<file path="config.mk">
export PLATFORM = sky130hd
export DESIGN_NAME = conv_window_gen
export DESIGN_NICKNAME = d
export VERILOG_FILES = /design/src/rtl/conv_pkg.sv /design/src/rtl/conv_line_buffer.sv /design/src/rtl/conv_window_gen.sv
export SDC_FILE = /design/constraint.sdc
export NUM_CORES = 2
export LEC_CHECK = 0
export CAP_MARGIN = 30
export CORE_MARGIN = 4
export CORE_UTILIZATION = 30
export DETAILED_ROUTE_END_ITERATION = 10
export GPL_TIMING_DRIVEN = 0
export HOLD_SLACK_MARGIN = 0.06
export MAX_ROUTING_LAYER = met4
export PLACE_DENSITY_LB_ADDON = 0.05
export REMOVE_ABC_BUFFERS = 1
export SYNTH_ARGS = -nofsm -noshare
export SYNTH_HDL_FRONTEND = slang
export SYNTH_SLANG_ARGS = --single-unit
export TNS_END_PERCENT = 20
</file>
<file path="constraint.sdc">
create_clock -name clk -period 68.1 [get_ports clk]
set_input_delay 6.81 -clock clk [delete_from_list [all_inputs] [get_ports clk]]
set_output_delay 6.81 -clock clk [all_outputs]
set_load 0.02 [all_outputs]
</file>
<file path="src/rtl/conv_pkg.sv">
// Shared types for the 5x5 convolution datapath: pixel and window shapes.
package conv_pkg;

    localparam int unsigned BITWIDTH = 16;
    localparam int unsigned K = 5;

    typedef logic signed [BITWIDTH-1:0] pixel_t;
    typedef pixel_t window_t [K-1:0][K-1:0];
    typedef pixel_t column_t [K-2:0];

    typedef enum logic [0:0] {StFill, StRun} win_state_e;

endpackage

</file>
<file path="src/rtl/conv_line_buffer.sv">
// K-1 stacked line buffers; each column read returns the K-1 previous rows at that column.
module conv_line_buffer
    import conv_pkg::*;
#(
    parameter int unsigned IMG_W = 28,
    parameter int unsigned AW = $clog2(IMG_W)
) (
    input  logic          clk,
    input  logic          shift_en,
    input  logic [AW-1:0] addr,
    input  pixel_t        din,
    output column_t       col
);

    pixel_t mem_q [K-1][IMG_W];

    // Read is combinational so the old column is seen before the shift lands.
    always_comb begin
        for (int i = 0; i < K - 1; i++) begin
            col[i] = mem_q[i][addr];
        end
    end

    always_ff @(posedge clk) begin
        if (shift_en) begin
            for (int i = 0; i < K - 2; i++) begin
                mem_q[i][addr] <= mem_q[i+1][addr];
            end
            mem_q[K-2][addr] <= din;
        end
    end

endmodule

</file>
<file path="src/rtl/conv_window_gen.sv">
// Streams a raster feature map and emits every valid-mode KxK window, one per accepted pixel.
module conv_window_gen
    import conv_pkg::*;
#(
    parameter int unsigned IMG_W = 28,
    parameter int unsigned IMG_H = 28,
    parameter int unsigned CW = $clog2(IMG_W),
    parameter int unsigned RW = $clog2(IMG_H)
) (
    input  logic          clk,
    input  logic          rst,
    input  logic          in_valid,
    output logic          in_ready,
    input  pixel_t        in_pixel,
    output logic          out_valid,
    input  logic          out_ready,
    output window_t       out_window,
    output logic [RW-1:0] out_row,
    output logic [CW-1:0] out_col,
    output logic          out_last
);

    localparam logic [CW-1:0] ColMax = CW'(IMG_W - 1);
    localparam logic [RW-1:0] RowMax = RW'(IMG_H - 1);
    localparam logic [CW-1:0] ColEdge = CW'(K - 1);
    localparam logic [RW-1:0] RowEdge = RW'(K - 1);
    localparam logic [RW-1:0] RowFillEnd = RW'(K - 2);

    logic [CW-1:0] col_q, col_d;
    logic [RW-1:0] row_q, row_d;
    win_state_e    state_q, state_d;
    logic          out_valid_q, out_valid_d;
    logic          out_last_q, out_last_d;
    logic [RW-1:0] out_row_q, out_row_d;
    logic [CW-1:0] out_col_q, out_col_d;
    window_t       win_q, win_d;

    logic    acc, consume, complete, col_last, row_last;
    column_t lb_col;
    pixel_t  vec [K-1:0];

    assign in_ready = !out_valid_q || out_ready;
    assign acc      = in_valid && in_ready;
    assign consume  = out_valid_q && out_ready;
    assign col_last = (col_q == ColMax);
    assign row_last = (row_q == RowMax);
    // In StRun the row bound already holds; only the column test remains.
    assign complete = (state_q == StRun) && (col_q >= ColEdge);

    conv_line_buffer #(
        .IMG_W (IMG_W),
        .AW    (CW)
    ) u_line_buffer (
        .clk      (clk),
        .shift_en (acc),
        .addr     (col_q),
        .din      (in_pixel),
        .col      (lb_col)
    );

    always_comb begin
        for (int i = 0; i < K - 1; i++) begin
            vec[i] = lb_col[i];
        end
        vec[K-1] = in_pixel;
    end

    always_comb begin
        win_d = win_q;
        if (acc) begin
            for (int i = 0; i < K; i++) begin
                for (int j = 0; j < K - 1; j++) begin
                    win_d[i][j] = win_q[i][j+1];
                end
                win_d[i][K-1] = vec[i];
            end
        end
    end

    always_comb begin
        col_d       = col_q;
        row_d       = row_q;
        state_d     = state_q;
        out_valid_d = out_valid_q;
        out_last_d  = out_last_q;
        out_row_d   = out_row_q;
        out_col_d   = out_col_q;

        if (acc) begin
            col_d = col_last ? '0 : col_q + 1'b1;
            if (col_last) begin
                row_d = row_last ? '0 : row_q + 1'b1;
            end

            unique case (state_q)
                StFill:  if (col_last && row_q == RowFillEnd) state_d = StRun;
                StRun:   if (col_last && row_last) state_d = StFill;
                default: state_d = StFill;
            endcase

            out_valid_d = complete;
            out_last_d  = complete && col_last && row_last;
            if (complete) begin
                out_row_d = row_q - RowEdge;
                out_col_d = col_q - ColEdge;
            end
        end else if (consume) begin
            out_valid_d = 1'b0;
            out_last_d  = 1'b0;
        end
    end

    always_ff @(posedge clk) begin
        if (rst) begin
            col_q       <= '0;
            row_q       <= '0;
            state_q     <= StFill;
            out_valid_q <= 1'b0;
            out_last_q  <= 1'b0;
            out_row_q   <= '0;
            out_col_q   <= '0;
        end else begin
            col_q       <= col_d;
            row_q       <= row_d;
            state_q     <= state_d;
            out_valid_q <= out_valid_d;
            out_last_q  <= out_last_d;
            out_row_q   <= out_row_d;
            out_col_q   <= out_col_d;
        end
    end

    always_ff @(posedge clk) begin
        win_q <= win_d;
    end

    assign out_valid  = out_valid_q;
    assign out_last   = out_last_q;
    assign out_row    = out_row_q;
    assign out_col    = out_col_q;
    assign out_window = win_q;

endmodule

</file>
==> impl_metrics.toml <==
[synth]
yosys_warnings = 0
synth.most_common_cell = "edfxtp_1"
synth.cell_area_um2 = 81430
syn_area_per_cell_um2 = 21.03
yosysSeqAreaShare_pct = 81.40
synthTopCellsByArea = "edfxtp_1 (81%), mux2i_1 (6.9%), mux4_2 (4.6%)"
ys_types = 52
synthArstFlopShare_pct = 0
synth_common_cells = "edfxtp_1 (2192), mux2i_1 (563), mux4_2 (165)"
syn_inst = 3873
synth_top_area_cell = "edfxtp_1"
synth_edf_count = 2192
yosysTopAreaCellShare_pct = 80.83
synth-seq-cells = 2215
synth_ff_type = "edfxtp_1"

[clock_tree]
cts_num_sinks = 2215
cts-buffers-inserted = 267
htree_levels = 5
clk_latency_ps = 870
cts_setup_buffers = 0
ctsResizeCount = 0
clock_path_buffers = 4
clockRootBuffer = "clkbuf_16"
ctsHoldBuffers = 0
cts_tree = "done"
clk_pin_slew_ps = 60

[timing]
setup_viol = 0
finalSetupTns_ps = 0
skew_ps = 35.81
slew_headroom_pct = 32.33
worst_slew_pin_slew_ps = 1012
rsz0062_at_grt = "false"
finalHoldViolCount = 0
min_period_ps = 15410
finalCritPeriodShare_pct = 22.63
drv_slew = 0
fmax_mhz = 64.90

[global_routing]
grt_pass1_vias = 42233
grt_pass1_wl_um = 335600
grt_usage_pct = 17.37
grt_max_degree = 47
globalRouteOverflowTotal = 0
antenna_found_initial = 5

[floorplan]
initial_utilization_pct = 30.10
core_um2 = 270500
num_rows = 191
ios = 433
die_x_um = 529
die_h_um = 529
die_area_um2 = 279800

[worst_setup_path]
cp_cell_sequence = "clkdlybuf4s50_1 > nor2b_1 > clkinv_1 > clkdlybuf4s50_1"
path_common_cell = "clkdlybuf4s50_1"
critPathMaxFanout = 7
start_kind = "primary input"
crit_buf_inv = 3
critical_path.max_stage_delay_ps = 630
cp_top_family = "buffers and inverters"
endpoint_kind = "output port"
worstSetupPathType = "in -> out"
worst_ep_arrival_time_ps = 8600
critPathLaunch = "out_ready"
slowest_stage = "clkdlybuf4s50_1"
cp_data_required_time_ps = 61290
r2r-start = "col_q[0]$_SDFFE_PP0P_"

[flow_run]
maxCapViolCount = 0

[worst_hold_path]
hp-class = "reg -> reg"
worstHoldStart = "out_window[313]$_DFFE_PP_"

[final_layout]
fillers = 24618
final_area_um2 = 103200
utilization_pct = 38.14
nNetsFinal = 4690
drive_above_1_share_pct = 17.61
areaGrowthSynthToFinish_pct = 26.72

[placement]
port_buffers = 432
place_hpwl_um = 154800
placed_cell_area_um2 = 94730
routabilityCongestion = 0.6579

[route]
wl_um = 241300
dr_total_vias = 40518
ant_nets = 0
wire_per_inst_um = 28.61
drtIter0Drc = 3096
drc = 0
viasPerCell = 4.804
first_pass_iters = 5

[power_and_ir_drop]
pwr_density_cell_nw_per_um2 = 30.90
ir_drop_mv = 0.01780
p_total_w = 0.003189
p_leak_nw = 31.87

[outcome]
outcome = "finished, final reports clean"
## registers in the layout, indices dropped and copies added (netlist names)
| register | cells |
|---|---|
| u_line_buffer.mem_q | 1792 |
| out_window | 400 |
| col_q | 5 |
| out_col | 5 |
| out_row | 5 |
| row_q | 5 |
| out_last | 1 |
| out_valid | 1 |
| state_q | 1 |
## metrics by stage
| step | setup slack (ps) | hold slack [ps] | instances |
|---|---|---|---|
| 6_report | 52690 | 427.6 | 8435 |
| 5_1_grt | 52580 | 447.0 | 8433 |
| 4_1_cts | 52680 | 433.2 | 8418 |
| 3_5_place_dp | 52670 | 430.5 | 7944 |
| 3_3_place_gp | 10550 | 425.6 | 7668 |
| 2_1_floorplan | 35990 | 464.9 | 3666 |
## report_power, final
| group | switching [W] | internal [W] | leakage, nW |
|---|---|---|---|
| registers | 0.0000141 | 0.00157 | 20.2 |
| clock network | 0.000567 | 0.000780 | 3.96 |
| logic | 0.000153 | 0.000102 | 7.70 |
| total | 0.000734 | 0.00245 | 31.9 |
## worst paths after layout
kind / endpoint / slack [ps] / cells after the start
max: in_ready / 52690 / 4
min: out_window[297]$_DFFE_PP_ / 430 / 0
max reg2reg: u_line_buffer.mem_q[0][149]$_DFFE_PP_ / 63780 / 11
min reg2reg: out_window[297]$_DFFE_PP_ / 430 / 0
## layer usage
metal / up-vias / global-route usage, % / part of all wire (%)
met5: - / - / 0
met4: 0 / 4.070 / 2.3
met3: 361 / 2.475 / 4.0
met2: 997 / 28.69 / 50
met1: 21461 / 22.75 / 44
li1: 17699 / - / -
## cell families (layout without fill, tap and decap cells)
group                    count (synthesis)  in the layout  share of synthesized area, %
AND/OR/NAND/NOR                        246            246                         1.517
AO/OA/AOI/OAI                          440            440                         3.797
XOR/XNOR                                 5              5                       0.05377
multiplexers                           738            738                         11.66
adder cells (fa/ha/maj)                 13             13                        0.1997
buffers and inverters                  216           1205                         1.378
flip-flops                            2215           2215                         81.40
other                                    0              3                             0
## cells in the final DEF (no fill, tap or decap), types with 68 or more instances in the layout
cell and count:
a22oi_1 103, mux4_2 165, nand3_1 111, clkbuf_1 71, clkdlybuf4s50_1 432, o22ai_1 122
clkinv_1 68, edfxtp_1 2192, clkbuf_16 279, buf_12 126, mux2i_1 563
## final cells by class
type,instances,area (um^2),area share (%)
antenna,3,7.507,0.007275
clock buffer,346,7137,6.916
clock inverter,128,1027,0.9955
inverter,9,38.79,0.03759
multi-input combinational,1442,14320,13.88
sequential,2215,66300,64.25
tap,3570,4467,4.329
timing repair buffer,722,9893,9.587
(Power assumes the default switching activity.)
